File: src/rtl/store_queue.sv
// rtl/store_queue.sv - sb/sh/sw alignment check, lane formation, store FIFO and memory drain FSM
// Stores are consumed in order; illegal or misaligned requests are dropped with a one-cycle flag.
module store_queue #(
  parameter int DEPTH = 2
) (
  input  logic                         i_clk,
  input  logic                         i_rst_n,
  input  logic                         i_st_valid,
  output logic                         o_st_ready,
  input  logic [2:0]                   i_st_funct3,
  input  logic [31:0]                  i_st_addr,
  input  logic [31:0]                  i_st_data,
  output logic                         o_st_misaligned,
  output logic [31:0]                  o_mem_address,
  output logic [31:0]                  o_mem_wdata,
  output logic [3:0]                   o_mem_byte_enable,
  output logic                         o_mem_write,
  input  logic                         i_mem_resp,
  output logic                         o_empty,
  output logic [$clog2(DEPTH+1)-1:0]   o_count
);

  localparam int CW = $clog2(DEPTH + 1);
  localparam int PW = $clog2(DEPTH);
  localparam logic [CW-1:0] L_DEPTH = CW'(DEPTH);

  typedef enum logic {
    S_IDLE  = 1'b0,
    S_WRITE = 1'b1
  } state_t;

  state_t          r_state;
  state_t          w_state_nxt;
  logic [CW-1:0]   r_count;
  logic [PW-1:0]   r_head;
  logic [PW-1:0]   r_tail;
  logic            r_misaligned;

  logic [29:0]     r_addr_q [DEPTH];
  logic [31:0]     r_data_q [DEPTH];
  logic [3:0]      r_be_q   [DEPTH];

  logic            w_accept;
  logic            w_bad;
  logic            w_enq;
  logic            w_pop;
  logic [1:0]      w_off;
  logic [3:0]      w_be;
  logic [31:0]     w_wdata;

  assign w_off    = i_st_addr[1:0];
  assign w_accept = i_st_valid && o_st_ready;
  assign w_enq    = w_accept && !w_bad;
  assign w_pop    = (r_state == S_WRITE) && i_mem_resp;

  // Lane replication lets the memory side ignore the byte offset; only the mask selects lanes.
  always_comb begin
    w_bad   = 1'b0;
    w_be    = 4'b0000;
    w_wdata = i_st_data;
    case (i_st_funct3)
      3'b000: begin
        w_be    = 4'b0001 << w_off;
        w_wdata = {4{i_st_data[7:0]}};
      end
      3'b001: begin
        w_bad   = w_off[0];
        w_be    = 4'b0011 << w_off;
        w_wdata = {2{i_st_data[15:0]}};
      end
      3'b010: begin
        w_bad = |w_off;
        w_be  = 4'b1111;
      end
      default: w_bad = 1'b1;
    endcase
  end

  always_ff @(posedge i_clk) begin
    if (w_enq) begin
      r_addr_q[r_tail] <= i_st_addr[31:2];
      r_data_q[r_tail] <= w_wdata;
      r_be_q[r_tail]   <= w_be;
    end
  end

  always_ff @(posedge i_clk or negedge i_rst_n) begin
    if (!i_rst_n) begin
      r_count      <= '0;
      r_head       <= '0;
      r_tail       <= '0;
      r_misaligned <= 1'b0;
    end else begin
      r_misaligned <= w_accept && w_bad;
      if (w_enq) begin
        r_tail <= r_tail + PW'(1);
      end
      if (w_pop) begin
        r_head <= r_head + PW'(1);
      end
      if (w_enq && !w_pop) begin
        r_count <= r_count + CW'(1);
      end else if (w_pop && !w_enq) begin
        r_count <= r_count - CW'(1);
      end
    end
  end

  always_ff @(posedge i_clk or negedge i_rst_n) begin
    if (!i_rst_n) begin
      r_state <= S_IDLE;
    end else begin
      r_state <= w_state_nxt;
    end
  end

  // Every write returns through IDLE, guaranteeing a low cycle on mem_write between entries.
  always_comb begin
    w_state_nxt = r_state;
    case (r_state)
      S_IDLE:  if (r_count != '0) w_state_nxt = S_WRITE;
      S_WRITE: if (i_mem_resp)    w_state_nxt = S_IDLE;
      default: w_state_nxt = S_IDLE;
    endcase
  end

  always_comb begin
    o_mem_write       = (r_state == S_WRITE);
    o_mem_address     = 32'h0;
    o_mem_wdata       = 32'h0;
    o_mem_byte_enable = 4'b0000;
    if (r_count != '0) begin
      o_mem_address     = {r_addr_q[r_head], 2'b00};
      o_mem_wdata       = r_data_q[r_head];
      o_mem_byte_enable = r_be_q[r_head];
    end
  end

  assign o_st_ready      = (r_count < L_DEPTH);
  assign o_st_misaligned = r_misaligned;
  assign o_empty         = (r_count == '0) && (r_state == S_IDLE);
  assign o_count         = r_count;

endmodule

File: config.mk
export PLATFORM = sky130hd
export DESIGN_NAME = store_queue
export DESIGN_NICKNAME = d
export VERILOG_FILES = /design/src/rtl/store_queue.sv
export SDC_FILE = /design/constraint.sdc
export NUM_CORES = 1
export LEC_CHECK = 0
export ABC_AREA = 1
export BUFFER_PORTS_ARGS = -buffer_cell sky130_fd_sc_hd__buf_2
export CAP_MARGIN = 15
export CORE_ASPECT_RATIO = 1.5
export CORE_MARGIN = 2
export CORE_UTILIZATION = 57
export CTS_BUF_LIST = sky130_fd_sc_hd__clkbuf_16
export CTS_CLUSTER_SIZE = 14
export DETAILED_ROUTE_END_ITERATION = 16
export PLACE_DENSITY = 0.95
export SLEW_MARGIN = 20
export SYNTH_ARGS = -nofsm -noshare
export SYNTH_HDL_FRONTEND = slang
export SYNTH_SLANG_ARGS = --single-unit
File: constraint.sdc
create_clock -name i_clk -period 8.3 [get_ports i_clk]
set_clock_uncertainty 0.2 [all_clocks]
set_input_delay 1.66 -clock i_clk [delete_from_list [all_inputs] [get_ports i_clk]]
set_output_delay 1.66 -clock i_clk [all_outputs]
set_load 0.02 [all_outputs]
==> impl_table.tex <==
\begin{tabular}{lr}
\hline
Metric & Value \\
\hline
\multicolumn{2}{l}{\textbf{Global routing}} \\
Peak-usage layer in the global routing report & met2 \\
First-pass GRT wire length & 19.9 mm \\
Number of antenna violations at the first check in global routing & 0 \\
Met1 demand-to-capacity share in global routing & about 28\% \\
M2 GR Usage & a little over two fifths \\
Total grt overflow & 0 \\
Vias in the first global route & about 4,000 \\
GR Util met3 & 6.75\% \\
Largest net degree at the start of global routing & 68 \\
Overall global routing resource usage & 24.6\% \\
\multicolumn{2}{l}{\textbf{Synth}} \\
Summed instance area of the synthesized netlist & 5630 µm² \\
Syn avg cell area & 11.8 µm² \\
Number of flops mapped to enable cells by yosys & 132 \\
Count of cell types in the netlist & 25 \\
Most common flop cell mapped by yosys & edfxtp\_1 \\
Share of Yosys cell area claimed by the top area cell type & 70.4\% \\
Top cells by area, synth & edfxtp\_1 (70\%), nand2\_1 (13\%), a21oi\_1 (6.0\%) \\
List of most frequent post-synthesis cells & nand2\_1 (188), edfxtp\_1 (132), a21oi\_1 (67) \\
Proportion of synthesized chip area in sequential cells & 73.0\% \\
Synthesis-stage register bit count & 138 \\
Dominant cell type by area after synthesis & edfxtp\_1 \\
Synth Instances & 479 \\
Yosys warning count & 0 \\
FFs w/ async S/R, synth & between 4 and 5\% \\
Cell with the most instances after synthesis & nand2\_1 \\
\multicolumn{2}{l}{\textbf{STA}} \\
Final total negative setup slack & 0 ns \\
Worst slew margin relative to its limit & 38.0\% \\
Setup repair after global routing missed its margin & false \\
Hold slack final & 0.308 ns \\
Slew at the pin closest to its max-slew limit & 0.930 ns \\
Final number of max-transition violations & 0 \\
Achievable Freq & 211 MHz \\
Final setup violation count & 0 \\
Final hold violation count & 0 \\
Post-route clock period utilization & 57.1\% \\
Fin crit period & 4.74 ns \\
\multicolumn{2}{l}{\textbf{Layout}} \\
\# nets final & 689 \\
Fillcell total & 650 \\
Diodes inserted & 0 \\
Sequential Area & 4120 µm² \\
Layout cells sized above 1 & 29.4\% \\
Area delta synth->final & 24.3\% \\
Final std cells w/o fill & between 700 and 800 \\
Area of combinational cells with multiple inputs & 1320 µm² \\
\multicolumn{2}{l}{\textbf{Power and ir drop}} \\
Net switching fraction of the power & approximately 37\% \\
Proportion of power drawn by the clock network & between 30\% and 40\% \\
Internal & 1590 µW \\
Worst-case vdd ir drop & 244 µV \\
Combinational power share & 32.7\% \\
Sw Pwr & 919 µW \\
Seq pwr share & between 30\% and 40\% \\
Pleak & 0.00290 µW \\
PD cells & 358 nW/µm² \\
\multicolumn{2}{l}{\textbf{Clocking}} \\
Clock tree from TritonCTS & done \\
Clock Pin Slew Worst Setup and Hold Paths & 0.05 ns \\
Hold-fix buffers, CTS & 0 \\
Largest buffer count on any clock path & 2 \\
TritonCTS buffer count & 17 \\
Clock latency on the worst-skew pair & about 0.41 ns \\
Number of buffers inserted to repair setup after CTS & 0 \\
Sink count of the clock tree & between 100 and 150 \\
H-tree depth & 4 \\
Cells resized by post-CTS repair & 0 \\
CTS root buf & clkbuf\_16 \\
\multicolumn{2}{l}{\textbf{Worst setup path}} \\
Worst-path cell chain & clkinv\_2 -> nand2\_1 -> a21oi\_1 -> buf\_2 \\
Peak per-stage delay on the critical path & 0.91 ns \\
Worst EP required & 6.44 ns \\
Critical path fanouts, max & 67 \\
Data arrival, critical path & 2.88 ns \\
Critical path launch point type & register \\
Critical-path top delay cell & clkinv\_2 \\
Type of the worst setup path & register to output pin \\
Category of the worst setup path capture point & output pin \\
\multicolumn{2}{l}{\textbf{Die}} \\
Num ports & between 100 and 150 \\
Initial core utilization & approximately three fifths \\
X dimension of the die & about 85 µm \\
Die Y & 126 µm \\
Standard-cell row count & 44 \\
Die ar. & 10,700 µm² \\
Area of the placeable core & 9630 µm² \\
\multicolumn{2}{l}{\textbf{Placement}} \\
Placer congestion estimate & 0.887 \\
Port Buffers & 142 \\
HPWL Detailed & between 8 and 9 mm \\
Number of cells after detailed placement & 713 \\
\multicolumn{2}{l}{\textbf{Detailed routing}} \\
Routed via count & 4,127 \\
Drt first pass iters & 5 \\
Post-route DRC violation count & 0 \\
Drt via density & 5.54 \\
Number of antenna-violating nets in the routed design & 0 \\
Wirelength, routed & about 13 mm \\
Average wire length per cell after detail routing & 17.4 µm \\
Iter 0 DRT Violations & 330 \\
\multicolumn{2}{l}{\textbf{Run status}} \\
Outcome & complete, no violations \\
\multicolumn{2}{l}{\textbf{Job}} \\
Max cap viols & 0 \\
\multicolumn{2}{l}{\textbf{Hold path}} \\
Kind of path behind the tightest hold check & register to register \\
\hline
\end{tabular}
[routing by layer]
| layer | wire (µm) | up-vias |
|---|---|---|
| met1 | 4800 | 1938 |
| met4 | 452 | 0 |
| li1 | - | 1927 |
| met5 | 0 | - |
| met3 | 1000 | 31 |
| met2 | 6740 | 231 |
[area by class of cell]
type,count,share of cell area (%)
clock buffers,17,6.07
clock inverters,15,2.95
inverters,16,0.875
multi-input cells,299,18.8
flip-flops and latches,138,58.8
well taps,115,2.05
repair buffers,145,10.5
[power by group through the flow]
stage               logic, µW  clock network [µW]  registers (µW)
CTS                       830                 805             890
global placement          806                   0             899
finish                    822                 797             892
global route              888                 835             900
detailed placement        824                   0             904
floorplan                 583                   0             863
[registers in the layout, summed over array words and instances, names as in the netlist]
name and count:
r_data_q 64, r_addr_q 60, r_be_q 8, o_count 2, o_mem_write 1, o_st_misaligned 1, r_head 1, r_tail 1
[worst paths after layout]
path	start	cells after the start	endpoint	slack (ns)
setup / recovery	r_head$_DFFE_PN0P_	4	o_mem_wdata[27]	3.56
hold / removal	r_tail$_DFFE_PN0P_	2	r_tail$_DFFE_PN0P_	0.31
setup reg to reg	o_count[1]$_DFFE_PN0P_	4	r_addr_q[1][6]$_DFFE_PP_	5.53
hold reg to reg	r_tail$_DFFE_PN0P_	2	r_tail$_DFFE_PN0P_	0.31
max in group asynchronous	i_rst_n	1	r_head$_DFFE_PN0P_	6.86
min in group asynchronous	i_rst_n	1	o_count[1]$_DFFE_PN0P_	0.87
[metrics by stage]
stage / cell area, µm² / power (µW) / util, % / setup slack [ns]
floorplan: 5640 / 1450 / - / 2.77
global placement: 6370 / 1700 / 66.1 / 3.98
detailed placement: 6370 / 1730 / 66.1 / 3.80
CTS: 7000 / 2530 / 72.7 / 3.43
finish: 7000 / 2510 / 72.7 / 3.56
global route: 7000 / 2620 / 72.7 / 3.25
[logic make-up (layout without fill, tap and decap cells)]
| group | count (synthesis) | count (layout) | synth area share (%) |
|---|---|---|---|
| adder cells (fa/ha/maj) | 1 | 1 | 0.222 |
| flip-flops | 138 | 138 | 73.0 |
| buffers and inverters | 43 | 193 | 3.95 |
| AND/OR/NAND/NOR | 208 | 208 | 14.5 |
| XOR/XNOR | 3 | 3 | 0.466 |
| other | 1 | 2 | 0.0666 |
| AO/OA/AOI/OAI | 85 | 85 | 7.82 |
[layout by cell type (no fill, tap or decap), types with 2 or more instances in the layout]
master	synthesis	final
nand2_1	188	188
buf_2	10	142
edfxtp_1	132	132
a21oi_1	67	67
clkbuf_16	0	17
inv_1	13	13
o21ai_1	12	12
nor2_1	8	6
clkinv_2	0	6
nand3_1	5	5
o211ai_1	5	5
bufinv_16	0	5
dfrtp_1	6	5
nor2_4	2	4
inv_2	3	3
buf_4	9	3
xor2_1	2	2
conb_1	1	2
clkinvlp_4	0	2
[worst max-delay path: cells and delay by family (launching register included)]
family,cells,cell delay [ns]
and+or+nand+nor,1,0.28
AOI/OAI and AO/OA,1,0.13
buffers and inverters,2,1.12
DFF,1,0.89
Power figures use the tool's default switching activity.
